File: src/rtl/sram_port_sched_pkg.sv
// Shared types for the SRAM port scheduler: FSM state encoding, owner codes and grant bit positions.
package sram_port_sched_pkg;

    typedef enum logic [2:0] {
        ST_IDLE  = 3'd0,
        ST_B_CMD = 3'd1,
        ST_B_CAP = 3'd2,
        ST_W_LO  = 3'd3,
        ST_W_HI  = 3'd4,
        ST_W_CAP = 3'd5,
        ST_DONE  = 3'd6
    } state_t;

    typedef enum logic [1:0] {
        OWN_LD = 2'd0,
        OWN_IF = 2'd1,
        OWN_D  = 2'd2
    } owner_t;

    localparam int GNT_LD = 0;
    localparam int GNT_IF = 1;
    localparam int GNT_D  = 2;

endpackage

File: src/rtl/sram_port_sched_if.sv
// Requester-side bundle of the SRAM port scheduler: loader, instruction fetch and CPU data ports.
interface sram_port_sched_if #(
    parameter int ADDR_W = 9,
    parameter int DATA_W = 8
);
    logic                  ld_req;
    logic                  ld_we;
    logic [ADDR_W-1:0]     ld_addr;
    logic [DATA_W-1:0]     ld_wdata;
    logic                  ld_ack;

    logic                  if_req;
    logic [ADDR_W-2:0]     if_pc;
    logic [2*DATA_W-1:0]   if_instr;
    logic                  if_ack;

    logic                  d_req;
    logic                  d_we;
    logic [ADDR_W-1:0]     d_addr;
    logic [DATA_W-1:0]     d_wdata;
    logic                  d_ack;

    logic [DATA_W-1:0]     rdata;

    modport master (
        output ld_req, ld_we, ld_addr, ld_wdata,
        output if_req, if_pc,
        output d_req, d_we, d_addr, d_wdata,
        input  ld_ack, if_instr, if_ack, d_ack, rdata
    );

    modport slave (
        input  ld_req, ld_we, ld_addr, ld_wdata,
        input  if_req, if_pc,
        input  d_req, d_we, d_addr, d_wdata,
        output ld_ack, if_instr, if_ack, d_ack, rdata
    );
endinterface

File: src/rtl/sram_sched_arb.sv
// Fixed-priority grant for the SRAM scheduler; load mode serves only the loader.
module sram_sched_arb
    import sram_port_sched_pkg::*;
(
    input  logic       load_n,
    input  logic       ld_req,
    input  logic       if_req,
    input  logic       d_req,
    output logic [2:0] grant
);

    always_comb begin
        grant = '0;
        if (!load_n) begin
            grant[GNT_LD] = ld_req;
        end else if (d_req) begin
            grant[GNT_D] = 1'b1;
        end else if (if_req) begin
            grant[GNT_IF] = 1'b1;
        end else begin
            grant[GNT_LD] = ld_req;
        end
    end

endmodule

File: src/rtl/sram_port_sched.sv
// Single-port SRAM scheduler: byte accesses for loader/CPU data, two-byte instruction fetch.
// Optional CPU write protection above WPROT_BASE is enabled by defining SRAM_SCHED_WPROT_EN.
module sram_port_sched
    import sram_port_sched_pkg::*;
#(
    parameter int              ADDR_W     = 9,
    parameter int              DATA_W     = 8,
    parameter logic [ADDR_W-1:0] WPROT_BASE = 9'h020
) (
    input  logic              clk,
    input  logic              rst_n,
    input  logic              load_n,
    sram_port_sched_if.slave  bus,
    output logic              sram_cen_n,
    output logic              sram_wen_n,
    output logic [ADDR_W-1:0] sram_a,
    output logic [DATA_W-1:0] sram_d,
    input  logic [DATA_W-1:0] sram_q,
    output logic              wp_err
);

`ifdef SRAM_SCHED_WPROT_EN
    localparam bit WPROT_ON = 1'b1;
`else
    localparam bit WPROT_ON = 1'b0;
`endif

    logic [2:0]          grant;
    logic [ADDR_W-1:0]   gnt_addr;
    logic                gnt_we;
    logic [DATA_W-1:0]   gnt_wdata;
    owner_t              gnt_owner;
    logic                prot_drop;

    state_t              state_reg;
    owner_t              owner_reg;
    logic                we_reg;
    logic [ADDR_W-2:0]   pc_reg;
    logic [DATA_W-1:0]   lo_reg;
    logic                cen_n_reg, wen_n_reg;
    logic [ADDR_W-1:0]   sram_a_reg;
    logic [DATA_W-1:0]   sram_d_reg;
    logic [DATA_W-1:0]   rdata_reg;
    logic [2*DATA_W-1:0] if_instr_reg;
    logic                ld_ack_reg, if_ack_reg, d_ack_reg, wp_err_reg;

    sram_sched_arb u_arb (
        .load_n (load_n),
        .ld_req (bus.ld_req),
        .if_req (bus.if_req),
        .d_req  (bus.d_req),
        .grant  (grant)
    );

    always_comb begin
        gnt_addr  = bus.ld_addr;
        gnt_we    = bus.ld_we;
        gnt_wdata = bus.ld_wdata;
        gnt_owner = OWN_LD;
        if (grant[GNT_D]) begin
            gnt_addr  = bus.d_addr;
            gnt_we    = bus.d_we;
            gnt_wdata = bus.d_wdata;
            gnt_owner = OWN_D;
        end else if (grant[GNT_IF]) begin
            gnt_addr  = {bus.if_pc, 1'b0};
            gnt_we    = 1'b0;
            gnt_wdata = '0;
            gnt_owner = OWN_IF;
        end
    end

    assign prot_drop = WPROT_ON && grant[GNT_D] && bus.d_we && (bus.d_addr >= WPROT_BASE);

    always_ff @(posedge clk or negedge rst_n) begin
        if (!rst_n) begin
            state_reg    <= ST_IDLE;
            owner_reg    <= OWN_LD;
            we_reg       <= 1'b0;
            pc_reg       <= '0;
            lo_reg       <= '0;
            cen_n_reg    <= 1'b1;
            wen_n_reg    <= 1'b1;
            sram_a_reg   <= '0;
            sram_d_reg   <= '0;
            rdata_reg    <= '0;
            if_instr_reg <= '0;
            ld_ack_reg   <= 1'b0;
            if_ack_reg   <= 1'b0;
            d_ack_reg    <= 1'b0;
            wp_err_reg   <= 1'b0;
        end else begin
            case (state_reg)
                ST_IDLE: begin
                    if (|grant) begin
                        owner_reg  <= gnt_owner;
                        we_reg     <= gnt_we;
                        pc_reg     <= gnt_addr[ADDR_W-1:1];
                        sram_a_reg <= gnt_addr;
                        sram_d_reg <= gnt_wdata;
                        if (prot_drop) begin
                            d_ack_reg  <= 1'b1;
                            wp_err_reg <= 1'b1;
                            state_reg  <= ST_DONE;
                        end else if (grant[GNT_IF]) begin
                            cen_n_reg <= 1'b0;
                            state_reg <= ST_W_LO;
                        end else begin
                            cen_n_reg <= 1'b0;
                            wen_n_reg <= ~gnt_we;
                            state_reg <= ST_B_CMD;
                        end
                    end
                end
                ST_B_CMD: begin
                    cen_n_reg <= 1'b1;
                    wen_n_reg <= 1'b1;
                    if (we_reg) begin
                        ld_ack_reg <= (owner_reg == OWN_LD);
                        d_ack_reg  <= (owner_reg == OWN_D);
                        state_reg  <= ST_DONE;
                    end else begin
                        state_reg  <= ST_B_CAP;
                    end
                end
                ST_B_CAP: begin
                    rdata_reg  <= sram_q;
                    ld_ack_reg <= (owner_reg == OWN_LD);
                    d_ack_reg  <= (owner_reg == OWN_D);
                    state_reg  <= ST_DONE;
                end
                ST_W_LO: begin
                    sram_a_reg <= {pc_reg, 1'b1};
                    state_reg  <= ST_W_HI;
                end
                ST_W_HI: begin
                    lo_reg    <= sram_q;
                    cen_n_reg <= 1'b1;
                    state_reg <= ST_W_CAP;
                end
                ST_W_CAP: begin
                    if_instr_reg <= {sram_q, lo_reg};
                    if_ack_reg   <= 1'b1;
                    state_reg    <= ST_DONE;
                end
                // The bubble back through IDLE lets a requester drop its held req after the ack.
                ST_DONE: begin
                    ld_ack_reg <= 1'b0;
                    if_ack_reg <= 1'b0;
                    d_ack_reg  <= 1'b0;
                    wp_err_reg <= 1'b0;
                    state_reg  <= ST_IDLE;
                end
                default: state_reg <= ST_IDLE;
            endcase
        end
    end

    assign sram_cen_n   = cen_n_reg;
    assign sram_wen_n   = wen_n_reg;
    assign sram_a       = sram_a_reg;
    assign sram_d       = sram_d_reg;
    assign wp_err       = wp_err_reg;
    assign bus.rdata    = rdata_reg;
    assign bus.if_instr = if_instr_reg;
    assign bus.ld_ack   = ld_ack_reg;
    assign bus.if_ack   = if_ack_reg;
    assign bus.d_ack    = d_ack_reg;

endmodule
File: src/flat_wrapper.sv
// flat-port wrapper written by rule: the top's interface ports become plain ports
module sram_port_sched_flat import sram_port_sched_pkg::*;
#(
    parameter int              ADDR_W     = 9,
    parameter int              DATA_W     = 8,
    parameter logic [ADDR_W-1:0] WPROT_BASE = 9'h020
)
  (clk, rst_n, load_n, sram_cen_n, sram_wen_n, sram_a, sram_d, sram_q, wp_err, bus_ld_req, bus_ld_we, bus_ld_addr, bus_ld_wdata, bus_if_req, bus_if_pc, bus_d_req, bus_d_we, bus_d_addr, bus_d_wdata, bus_ld_ack, bus_if_instr, bus_if_ack, bus_d_ack, bus_rdata);
  sram_port_sched_if #(.ADDR_W(ADDR_W), .DATA_W(DATA_W)) bus_i ();
  input  logic clk;
  input  logic rst_n;
  input  logic load_n;
  output logic sram_cen_n;
  output logic sram_wen_n;
  output logic [ADDR_W-1:0] sram_a;
  output logic [DATA_W-1:0] sram_d;
  input  logic [DATA_W-1:0] sram_q;
  output logic wp_err;
  input wire logic [$bits(bus_i.ld_req)-1:0] bus_ld_req;
  input wire logic [$bits(bus_i.ld_we)-1:0] bus_ld_we;
  input wire logic [$bits(bus_i.ld_addr)-1:0] bus_ld_addr;
  input wire logic [$bits(bus_i.ld_wdata)-1:0] bus_ld_wdata;
  input wire logic [$bits(bus_i.if_req)-1:0] bus_if_req;
  input wire logic [$bits(bus_i.if_pc)-1:0] bus_if_pc;
  input wire logic [$bits(bus_i.d_req)-1:0] bus_d_req;
  input wire logic [$bits(bus_i.d_we)-1:0] bus_d_we;
  input wire logic [$bits(bus_i.d_addr)-1:0] bus_d_addr;
  input wire logic [$bits(bus_i.d_wdata)-1:0] bus_d_wdata;
  output wire logic [$bits(bus_i.ld_ack)-1:0] bus_ld_ack;
  output wire logic [$bits(bus_i.if_instr)-1:0] bus_if_instr;
  output wire logic [$bits(bus_i.if_ack)-1:0] bus_if_ack;
  output wire logic [$bits(bus_i.d_ack)-1:0] bus_d_ack;
  output wire logic [$bits(bus_i.rdata)-1:0] bus_rdata;
  assign bus_i.ld_req = bus_ld_req;
  assign bus_i.ld_we = bus_ld_we;
  assign bus_i.ld_addr = bus_ld_addr;
  assign bus_i.ld_wdata = bus_ld_wdata;
  assign bus_i.if_req = bus_if_req;
  assign bus_i.if_pc = bus_if_pc;
  assign bus_i.d_req = bus_d_req;
  assign bus_i.d_we = bus_d_we;
  assign bus_i.d_addr = bus_d_addr;
  assign bus_i.d_wdata = bus_d_wdata;
  assign bus_ld_ack = bus_i.ld_ack;
  assign bus_if_instr = bus_i.if_instr;
  assign bus_if_ack = bus_i.if_ack;
  assign bus_d_ack = bus_i.d_ack;
  assign bus_rdata = bus_i.rdata;
  sram_port_sched #(.ADDR_W(ADDR_W), .DATA_W(DATA_W), .WPROT_BASE(WPROT_BASE)) u_core (.clk(clk), .rst_n(rst_n), .load_n(load_n), .bus(bus_i), .sram_cen_n(sram_cen_n), .sram_wen_n(sram_wen_n), .sram_a(sram_a), .sram_d(sram_d), .sram_q(sram_q), .wp_err(wp_err));
endmodule
File: config.mk
export PLATFORM = sky130hd
export DESIGN_NAME = sram_port_sched_flat
export DESIGN_NICKNAME = d
export VERILOG_FILES = /design/src/rtl/sram_port_sched_pkg.sv /design/src/rtl/sram_port_sched_if.sv /design/src/rtl/sram_sched_arb.sv /design/src/rtl/sram_port_sched.sv /design/src/flat_wrapper.sv
export SDC_FILE = /design/constraint.sdc
export NUM_CORES = 1
export LEC_CHECK = 0
export CORE_MARGIN = 5
export CORE_UTILIZATION = 49
export CTS_CLUSTER_SIZE = 14
export DETAILED_ROUTE_END_ITERATION = 10
export PLACE_DENSITY = 0.85
export SETUP_SLACK_MARGIN = 0.4
export SLEW_MARGIN = 10
export SYNTH_ARGS = -nofsm -noshare
export SYNTH_HDL_FRONTEND = slang
export SYNTH_SLANG_ARGS = --single-unit
export TNS_END_PERCENT = 10
File: constraint.sdc
create_clock -name clk -period 4.2 [get_ports clk]
set_clock_uncertainty 0.15 [all_clocks]
set_input_delay 0.42 -clock clk [delete_from_list [all_inputs] [get_ports clk]]
set_output_delay 0.42 -clock clk [all_outputs]
set_load 0.005 [all_outputs]
=== Word level (Yosys, flattened, before mapping) ===
Cells that the tools add are included.

* Reduce and logical (&&, ||, !) cells: 15
* Muxes and demuxes: 30
* Equal/unequal tests: 10
* Bitwise operators: 1

{| class="wikitable"
|+ Operators by type and width
! kind !! count
|-
| $mux 9 || 3
|-
| $pmux 9 s2 || 1
|-
| $mux 8 || 2
|-
| $pmux 3 s5 || 1
|-
| $mux 1 || 12
|-
| $eq 3x3->1 const B || 3
|-
| $mux 2 || 4
|-
| $reduce_and 2->1 || 4
|-
| $reduce_bool 2->1 || 4
|-
| $eq 3x2->1 const B || 2
|-
| $mux 3 || 2
|-
| $pmux 1 s2 || 3
|-
| $pmux 1 s3 || 2
|-
| $ne 2x1->1 const B || 2
|-
| $reduce_or 2->1 || 2
|-
| $eq 3x1->1 const B || 1
|-
| $logic_not 3->1 || 1
|-
| $reduce_and 3->1 || 1
|-
| $reduce_bool 3->1 || 1
|-
| $reduce_or 3->1 || 1
|-
| $eq 2x2->1 const B || 1
|-
| $logic_not 2->1 || 1
|-
| $ne 2x2->1 const B || 1
|-
| $not 1->1 || 1
|}

* Logic and storage cells: 70
* Input port bits: 58
* Register bits: 68

=== Longest topological paths before layout ===
* Depth after elaboration: 9
* Depth in mapped cells: 5

=== By module ===
Synthesis repeated with hierarchy kept, for this count alone.

* Cell total of the unflattened synthesis: 243
* Area, all modules: 3116.7 um^2

{| class="wikitable"
|+ Modules (own cells, without submodules)
! module !! times used !! area each (um^2) !! cells an instance
|-
| sram_port_sched || 1 || 3090.5 || 238
|-
| sram_sched_arb || 1 || 26.3 || 5
|}

=== Worst setup path before layout ===
No wires, ideal clock.

* Path kind: register to register
* Start point: register u_core.state_reg[0]
* End point: register u_core.lo_reg[0]
* Setup slack: 2607 ps
* Stages on the path, launching flop included: 4
* Setup time: 125 ps
* Data arrival time: 1319 ps
* Buffers on the path: 1
* Period minus slack after synthesis: 1593 ps
* Cell sequence: dfrtp_1 buf_4 nor3b_4 mux2_2

* Word-level cells in the longest chain between the ends: 1

{| class="wikitable"
|+ RTL lines
! item !! line !! source
|-
| start: declaration || sram_port_sched.sv:35 || <nowiki>state_t state_reg;</nowiki>
|-
| start signal: assignment || sram_port_sched.sv:77 || <nowiki>state_reg <= ST_IDLE;</nowiki>
|-
| start signal: assignment || sram_port_sched.sv:104 || <nowiki>state_reg <= ST_DONE;</nowiki>
|-
| start signal: assignment || sram_port_sched.sv:107 || <nowiki>state_reg <= ST_W_LO;</nowiki>
|-
| $eq 3x3->1 || sram_port_sched.sv:93 || <nowiki>case (state_reg)</nowiki>
|-
| end signal: assignment || sram_port_sched.sv:137 || <nowiki>lo_reg <= sram_q;</nowiki>
|-
| end: declaration || sram_port_sched.sv:39 || <nowiki>logic [DATA_W-1:0] lo_reg;</nowiki>
|}

No other way between the ends.
A chain may end at the register's enable or synchronous reset.

=== Worst setup path in the final report ===
* Start point: input port bus_d_req
* End point: register u_core.wen_n_reg (netlist: u_core.sram_wen_n)

* Word-level cells in the longest chain between the ends: 8
* Elaborated cells on any way between the ends: 14
* Classes of those cells: eq/ne (2); mux (9); bitwise (1); reduce/logical (2)

{| class="wikitable"
|+ RTL lines
! item !! line !! source
|-
| start: declaration || flat_wrapper.sv:25 || <nowiki>input wire logic [$bits(bus_i.d_req)-1:0] bus_d_req;</nowiki>
|-
| $mux 2 || sram_sched_arb.sv:16 || <nowiki>end else if (d_req) begin</nowiki>
|-
| $mux 2 || sram_sched_arb.sv:14 || <nowiki>if (!load_n) begin</nowiki>
|-
| $mux 1 || sram_port_sched.sv:65 || <nowiki>end else if (grant[GNT_IF]) begin</nowiki>
|-
| $mux 1 || sram_port_sched.sv:60 || <nowiki>if (grant[GNT_D]) begin</nowiki>
|-
| $not 1->1 || sram_port_sched.sv:110 || <nowiki>wen_n_reg <= ~gnt_we;</nowiki>
|-
| $mux 1 || sram_port_sched.sv:105 || <nowiki>end else if (grant[GNT_IF]) begin</nowiki>
|-
| $mux 1 || sram_port_sched.sv:95 || <nowiki>if (|grant) begin</nowiki>
|-
| $pmux 1 s2 || sram_port_sched.sv:93 ||
|-
| end signal: assignment || sram_port_sched.sv:110 ||
|-
| end: declaration || sram_port_sched.sv:40 || <nowiki>logic cen_n_reg, wen_n_reg;</nowiki>
|}

Parallel ways exist; a longest one is shown, timed or not. The select of a mux whose other input is x is not followed.

==> results.json <==
{
  "grt_pass1_wl_um": 13320,
  "grt_max_degree": 43,
  "use_met1_pct": 24.21,
  "synth_flop_cell": "dfrtp_1",
  "slew_headroom_pct": 40.11,
  "drv_cap": 0,
  "pwr-share-seq_pct": 38.9,
  "clk_pin_slew_ps": 70,
  "hold_path_class": "primary input to asynchronous set/reset pin",
  "crit_chain": "clkdlybuf4s50_1, o21a_1, o21ai_2, o22a_1",
  "fillers": 454,
  "gp_congestion": 0.7807,
  "hold_viol": 0,
  "drt-total-wl_um": 8020,
  "p_leak_uw": 0.001815,
  "drc": 0,
  "cts_sinks": 68,
  "ys_ff_latch": 68,
  "ant_nets": 0,
  "grt_use_met2_pct": 34.27,
  "synth_top_cell_by_area": "dfrtp_1",
  "ir_worst_vdd_mv": 0.4469,
  "crit_fanout": 20,
  "dieArea_sq_um": 8102,
  "rsz0062_at_grt": "no",
  "pwr-share-comb_pct": 39.6,
  "cts_setup_buffers": 0,
  "cts_root_buffer": "clkbuf_8",
  "reg2reg_slack_ps": 2130,
  "fin_nets": 405,
  "avgSynthCellArea_sq_um": 12.50,
  "ctsHoldBuffers": 0,
  "crit_path_max_incr_delay_ps": 700,
  "antenna_found_initial": 0,
  "critPathLaunchType": "primary input",
  "pin_count": 105,
  "gr-usage-met3_pct": 4.424,
  "hpwl_um": 5771,
  "fin_total_pwr_uw": 3146,
  "die_x_um": 90.01,
  "portBuffers": 103,
  "insertion_delay_ps": 340,
  "die_h_um": 90.01,
  "synthDistinctLibCells": 42,
  "grt_usage_pct": 20.20,
  "fin_area_sq_um": 4412,
  "crit_type": "primary input to register",
  "grt_pass1_vias": 2578,
  "setup_violations": 0,
  "cts_resized": 0,
  "syn-num-nets": 309,
  "cp.arrival_ps": 2520,
  "min_period_ps": 2390,
  "core_area_sq_um": 6277,
  "slew_violations": 0,
  "h-tree-depth": 3,
  "dr.pass1.iters": 4,
  "p_switching_uw": 940.2,
  "rows": 29,
  "crit_path_end_kind": "register",
  "synth_common_cells": "66 x dfrtp_1, 34 x mux2_2, 16 x o2bb2ai_1",
  "antennaDiodeCount": 0,
  "tightest_slew_ps": 898.3,
  "synth_most_common_cell": "dfrtp_1",
  "drive_above_1_share_pct": 17.33,
  "dpl-instance-area_sq_um": 4153,
  "seq_area_frac_synth_pct": 54.33,
  "synth_area_leaders": "dfrtp_1 53%, mux2_2 12%, o2bb2ai_1 4.5%",
  "initial_core_util_pct": 49.97,
  "required_ps": 4330,
  "intPower_uw": 2206,
  "fin_tns_setup_ps": 0,
  "p_sw_share_pct": 29.89,
  "cpMaxStageDelayCell": "clkdlybuf4s50_1",
  "yosys_warnings": 0,
  "dr.first_iter.drc_count": 183,
  "power_density_nw_per_um2": 713.1,
  "wl_per_cell_um": 18.69,
  "cts_buffer_depth": 2,
  "pwr-share-clk_pct": 21.5,
  "vias": 2439,
  "cts_tree": "done",
  "largest_reg_flops": 16,
  "area_growth_pct": 40.65,
  "top_usage_layer": "met2",
  "syn_inst": 251,
  "syn_area_sq_um": 3137,
  "yosysTopAreaCellShare_pct": 52.65,
  "via_per_inst": 5.685,
  "synth_edf_count": 0,
  "cts_inserted_buffers": 9,
  "status": "finished, final reports clean",
  "min_period_over_period_pct": 56.89,
  "max_freq_ghz": 0.4185,
  "synthArstFlopShare_pct": 100.0,
  "grt_overflow": 0
}
[placed cells by master (no fill, tap or decap), types with 4 or more instances in the layout]
cell / n
a32oi_1: 8
nor3_1: 4
and2_1: 9
nor2_1: 4
clkdlybuf4s50_1: 102
nor3b_1: 8
o21a_1: 10
o21ai_0: 8
mux2i_1: 10
mux2_2: 34
o2bb2ai_1: 16
nand2_1: 4
nor2b_1: 9
o22ai_1: 8
dfrtp_1: 66
clkbuf_8: 11
[routing by layer]
layer  share of wire, %  up-vias  routed length (um)
li1                   -     1119                   -
met1                 40     1226                3205
met2                 52       74                4178
met3                4.6       20                 369
met4                3.3        0                 267
met5                  0        -                   0
[critical path, delay by kind of cell]
family                 cells  cell delay, ps
buffers and inverters      1             700
AO/OA/AOI/OAI              3            1400
[final cells by class]
class | count | area (sq um) | area share (%)
Timing Repair Buffer | 104 | 1033 | 23.43
Clock buffer | 11 | 151.4 | 3.432
Multi-Input combinational cell | 161 | 1308 | 29.64
Sequential cell | 68 | 1704 | 38.63
Tap cell | 77 | 96.34 | 2.184
Clock inverter | 5 | 107.6 | 2.439
Inverter | 3 | 11.26 | 0.2552
[path summary, 6_finish.rpt]
| path | start | endpoint | depth (start not counted) |
|---|---|---|---|
| setup / recovery | bus_d_req | u_core.sram_wen_n$_DFFE_PN1P_ | 4 |
| hold / removal | rst_n | u_core.bus.if_instr[12]$_DFFE_PN0P_ | 1 |
| setup reg to reg | u_core.state_reg[0]$_DFFE_PN0P_ | u_core.sram_a[7]$_DFFE_PN0P_ | 3 |
| hold reg to reg | u_core.pc_reg[5]$_DFFE_PN0P_ | u_core.pc_reg[5]$_DFFE_PN0P_ | 1 |
| max in group asynchronous | rst_n | u_core.sram_cen_n$_DFFE_PN1P_ | 2 |
| min in group clk | u_core.pc_reg[5]$_DFFE_PN0P_ | u_core.pc_reg[5]$_DFFE_PN0P_ | 1 |
[kinds of logic (layout without fill, tap and decap cells)]
family          after synthesis  in the layout  share of synthesized area, %
other cells                   1              1                        0.1196
buf+inv                      22            123                         3.989
simple gates                 47             47                         9.893
flops                        68             68                         54.33
compound gates               69             69                         16.27
mux                          44             44                         15.40
[power by group through the flow]
stage	registers (uW)	clock network [uW]	logic (uW)
3_5_place_dp	1230	0	1250
3_3_place_gp	1210	0	1200
6_report	1220	677	1240
2_1_floorplan	1170	0	672
4_1_cts	1220	682	1260
5_1_grt	1270	717	1340
[metrics by stage]
stage                     instances  utilization (%)  hold slack [ps]  setup slack, ps
after floorplan                 251                -           -25.59             2607
after global placement          413            66.16            319.2             1566
after detailed placement        413            66.16            326.8             1468
after CTS                       429            70.28            69.18             1845
after global routing            429            70.28            127.8             1688
final                           429            70.28            53.62             1810
No activity file was read; power rests on OpenSTA's default activity.
==> edit, RTL diff (same settings) <==
Re-encode `state_t` (7 states) as one-hot, 7 bits wide.
--- a/src/rtl/sram_port_sched_pkg.sv
+++ b/src/rtl/sram_port_sched_pkg.sv
@@ -3,10 +3,10 @@
 
-    typedef enum logic [2:0] {
-        ST_IDLE  = 3'd0,
-        ST_B_CMD = 3'd1,
-        ST_B_CAP = 3'd2,
-        ST_W_LO  = 3'd3,
-        ST_W_HI  = 3'd4,
-        ST_W_CAP = 3'd5,
-        ST_DONE  = 3'd6
+    typedef enum logic [6:0] {
+        ST_IDLE  = 7'b0000001,
+        ST_B_CMD = 7'b0000010,
+        ST_B_CAP = 7'b0000100,
+        ST_W_LO  = 7'b0001000,
+        ST_W_HI  = 7'b0010000,
+        ST_W_CAP = 7'b0100000,
+        ST_DONE  = 7'b1000000
     } state_t;
Formal check against the unedited RTL: same outputs for any inputs over 10 cycles, from zero or initial values and one cycle with rst_n low; not proved beyond that.
==> edit against the unedited design <==
Wire length grew 0.37%. Worst setup slack worse by 0.055 ns. Area after synthesis grew 5.0%. Sequential share of layout area up 1.3 points. Power is 11% lower. Sequential cell count is 4 higher. Cell area increased by 2.5%. Highest routed layer unchanged. Clock power decreased by 19%.
==> edit: results (changes against the unedited design) <==
** Route
- Total met3 wirelength after detailed routing :: 245 um (-34%)
- The total vias in the final route is 2553 (+4.7%).
- The total length of routed met2 wires came to 4.46 mm (+6.8%).
- The DRC marker count from the first detailed-route iteration came to 107 (-42%).
- The met1 wire length is 3.27 mm (+2.0%).
- DRT Wirelength :: 8.05 mm (+0.37%)
- Top sig layer :: met4
- The iteration count of the initial detailed-routing pass is 4 (unchanged).

** Global routing
- Maximum number of pins on one net before global-route repair :: 48 (+12%)
- The global-route total usage across every layer was 19.9% (-0.25 points).
- Number of antenna violations at the first check in global routing :: 0 (unchanged)
- Wire length of the first global-routing pass :: 13.4 mm (+0.72%)
- Vias in the first global route :: 2691 (+4.4%)

** Placed design
- The last weighted congestion value of the routability-driven placer was 0.829 (+6.1%).
- Post-placement worst setup slack :: 1.19 ns (-0.280 ns)
- The port buffer count was 103 (unchanged).
- Detail Placement HPWL :: 5.87 mm (+1.7%)

** Clocking
- The later-pin clock latency in the skew report was 0.34 ns (about the same).
- Clock-pin slew was measured on the worst setup and hold paths at 0.08 ns.
- Number of instances resized during post-cts repair :: 0 (unchanged)
- CTS H-tree lvls :: 3 (unchanged)

** Setup path
- Worst r2r path cells :: 4 (+1)
- The reg2reg setup slack was 1.76 ns (-0.37 ns).
- Slowest library cell on the worst path :: or4_1
- The worst register-to-register path begins at u_core.state_reg[2]$_DFFE_PN0P_.
- Critical Path Fanout Max :: 41 (+110%)
- In this run the critical register-to-register path is captured at u_core.sram_a[5]$_DFFE_PN0P_.
- Max stage delay on crit path :: 0.70 ns (about the same)

** Cells and area
- The final net count came to 439 (+8.4%).
- The count of fill cells added during filler insertion was 479 (+5.5%).
- The ratio of cells with drive above 1 in the final layout was 15.8% (-1.5 points).
- Max FFs per register :: 16 (unchanged)
- The total inserted antenna cells came to 0 (unchanged).

** Timing
- Worst hold slack after final layout :: 0.104 ns (+0.0503 ns)
- Worst slew margin :: 30.8% (-9.3 points)

** Yosys
- The share of synthesized flip-flops with an asynchronous set or reset is 100% (unchanged).
- After synthesis, the most frequently instantiated cells are dfrtp_1, nand2_1, mux2_2.
- Share of the yosys chip area belonging to registers :: 54.8% (+0.48 points)
- The net count after synthesis is 341 (+10%).
- Area contributors post-synth :: dfrtp_1, mux2_2, nand2_1
- The unique cell type count in the Yosys netlist came to 51 (+21%).

** Power and ir drop
- The total leakage power was 2.01 nW (+11%).
- The maximum vdd ir drop was 0.384 mV (-14%).

** Outcome
- Run status :: finished, final reports clean
==> edit: cell types whose count changed after synthesis, sizes merged, moves of 9 or more <==
cell     delta
o21a        -9
mux2i       -9
o2bb2ai    -15
a22oi       +9
nand2      +39
o21ai      +13
==> edit: power by group <==
part           switching, mW  total, mW  internal [mW]
Sequential             0.177       1.16          0.981
Combinational          0.451       1.09          0.636
Clock                  0.270      0.550          0.280
==> edit: cells by family (layout without fill, tap and decap cells) <==
logic type             Yosys count  after routing  share of synthesized area, %
XOR/XNOR                         3              3                         0.798
AO/OA/AOI/OAI                   61             61                          13.1
multiplexers                    34             34                          12.6
buffers and inverters           24            127                          4.06
AND/OR/NAND/NOR                 88             88                          14.5
other                            1              1                         0.114
flip-flops                      72             72                          54.8
==> edit: critical path: cells and delay by family (launching register included) <==
| family | cells | cell delay (ns) |
|---|---|---|
| flops | 1 | 0.51 |
| compound gates | 3 | 0.96 |
| simple gates | 1 | 0.70 |
==> edit: how the worst max path moves through the flow <==
stage,start,to,slack [ns],depth (start not counted)
final,u_core.state_reg[2]$_DFFE_PN0P_,u_core.sram_a[5]$_DFFE_PN0P_,1.76,4
after global routing,u_core.state_reg[2]$_DFFE_PN0P_,u_core.sram_a[7]$_DFFE_PN0P_,1.60,4
after CTS,u_core.state_reg[2]$_DFFE_PN0P_,u_core.sram_a[5]$_DFFE_PN0P_,1.49,4
after detailed placement,bus_d_req,u_core.we_reg$_DFFE_PN0P_,1.19,5
after global placement,bus_d_req,u_core.we_reg$_DFFE_PN0P_,1.31,5
after floorplan,u_core.state_reg[6]$_DFFE_PN0P_,u_core.lo_reg[0]$_DFFE_PN0P_,2.19,4
==> edit: metal layers <==
| layer | up-vias | track usage (%) |
|---|---|---|
| li1 | 1206 | - |
| met1 | 1296 | 24.5 |
| met2 | 47 | 35.1 |
| met3 | 4 | 4.91 |
| met4 | 0 | 5.45 |
| met5 | - | 0 |
==> edit: through the flow <==
stage / std cells / utilization (%) / instance area (um2) / total power, mW
after floorplan: 283 / - / 3290 / 1.73
after global placement: 447 / 66.9 / 4320 / 2.20
after detailed placement: 447 / 66.9 / 4320 / 2.26
after CTS: 463 / 70.0 / 4520 / 2.82
after global routing: 463 / 70.0 / 4520 / 2.98
final: 463 / 70.0 / 4520 / 2.80
==> edit: cell type report <==
type | count | share of cell area, %
Inverter | 6 | 0.498
Clock buffer | 9 | 2.74
Tap cell | 77 | 2.13
Timing Repair Buffer | 105 | 23.0
Clock inverter | 7 | 1.72
Sequential cell | 72 | 39.9
Multi-Input combinational cell | 187 | 30.0
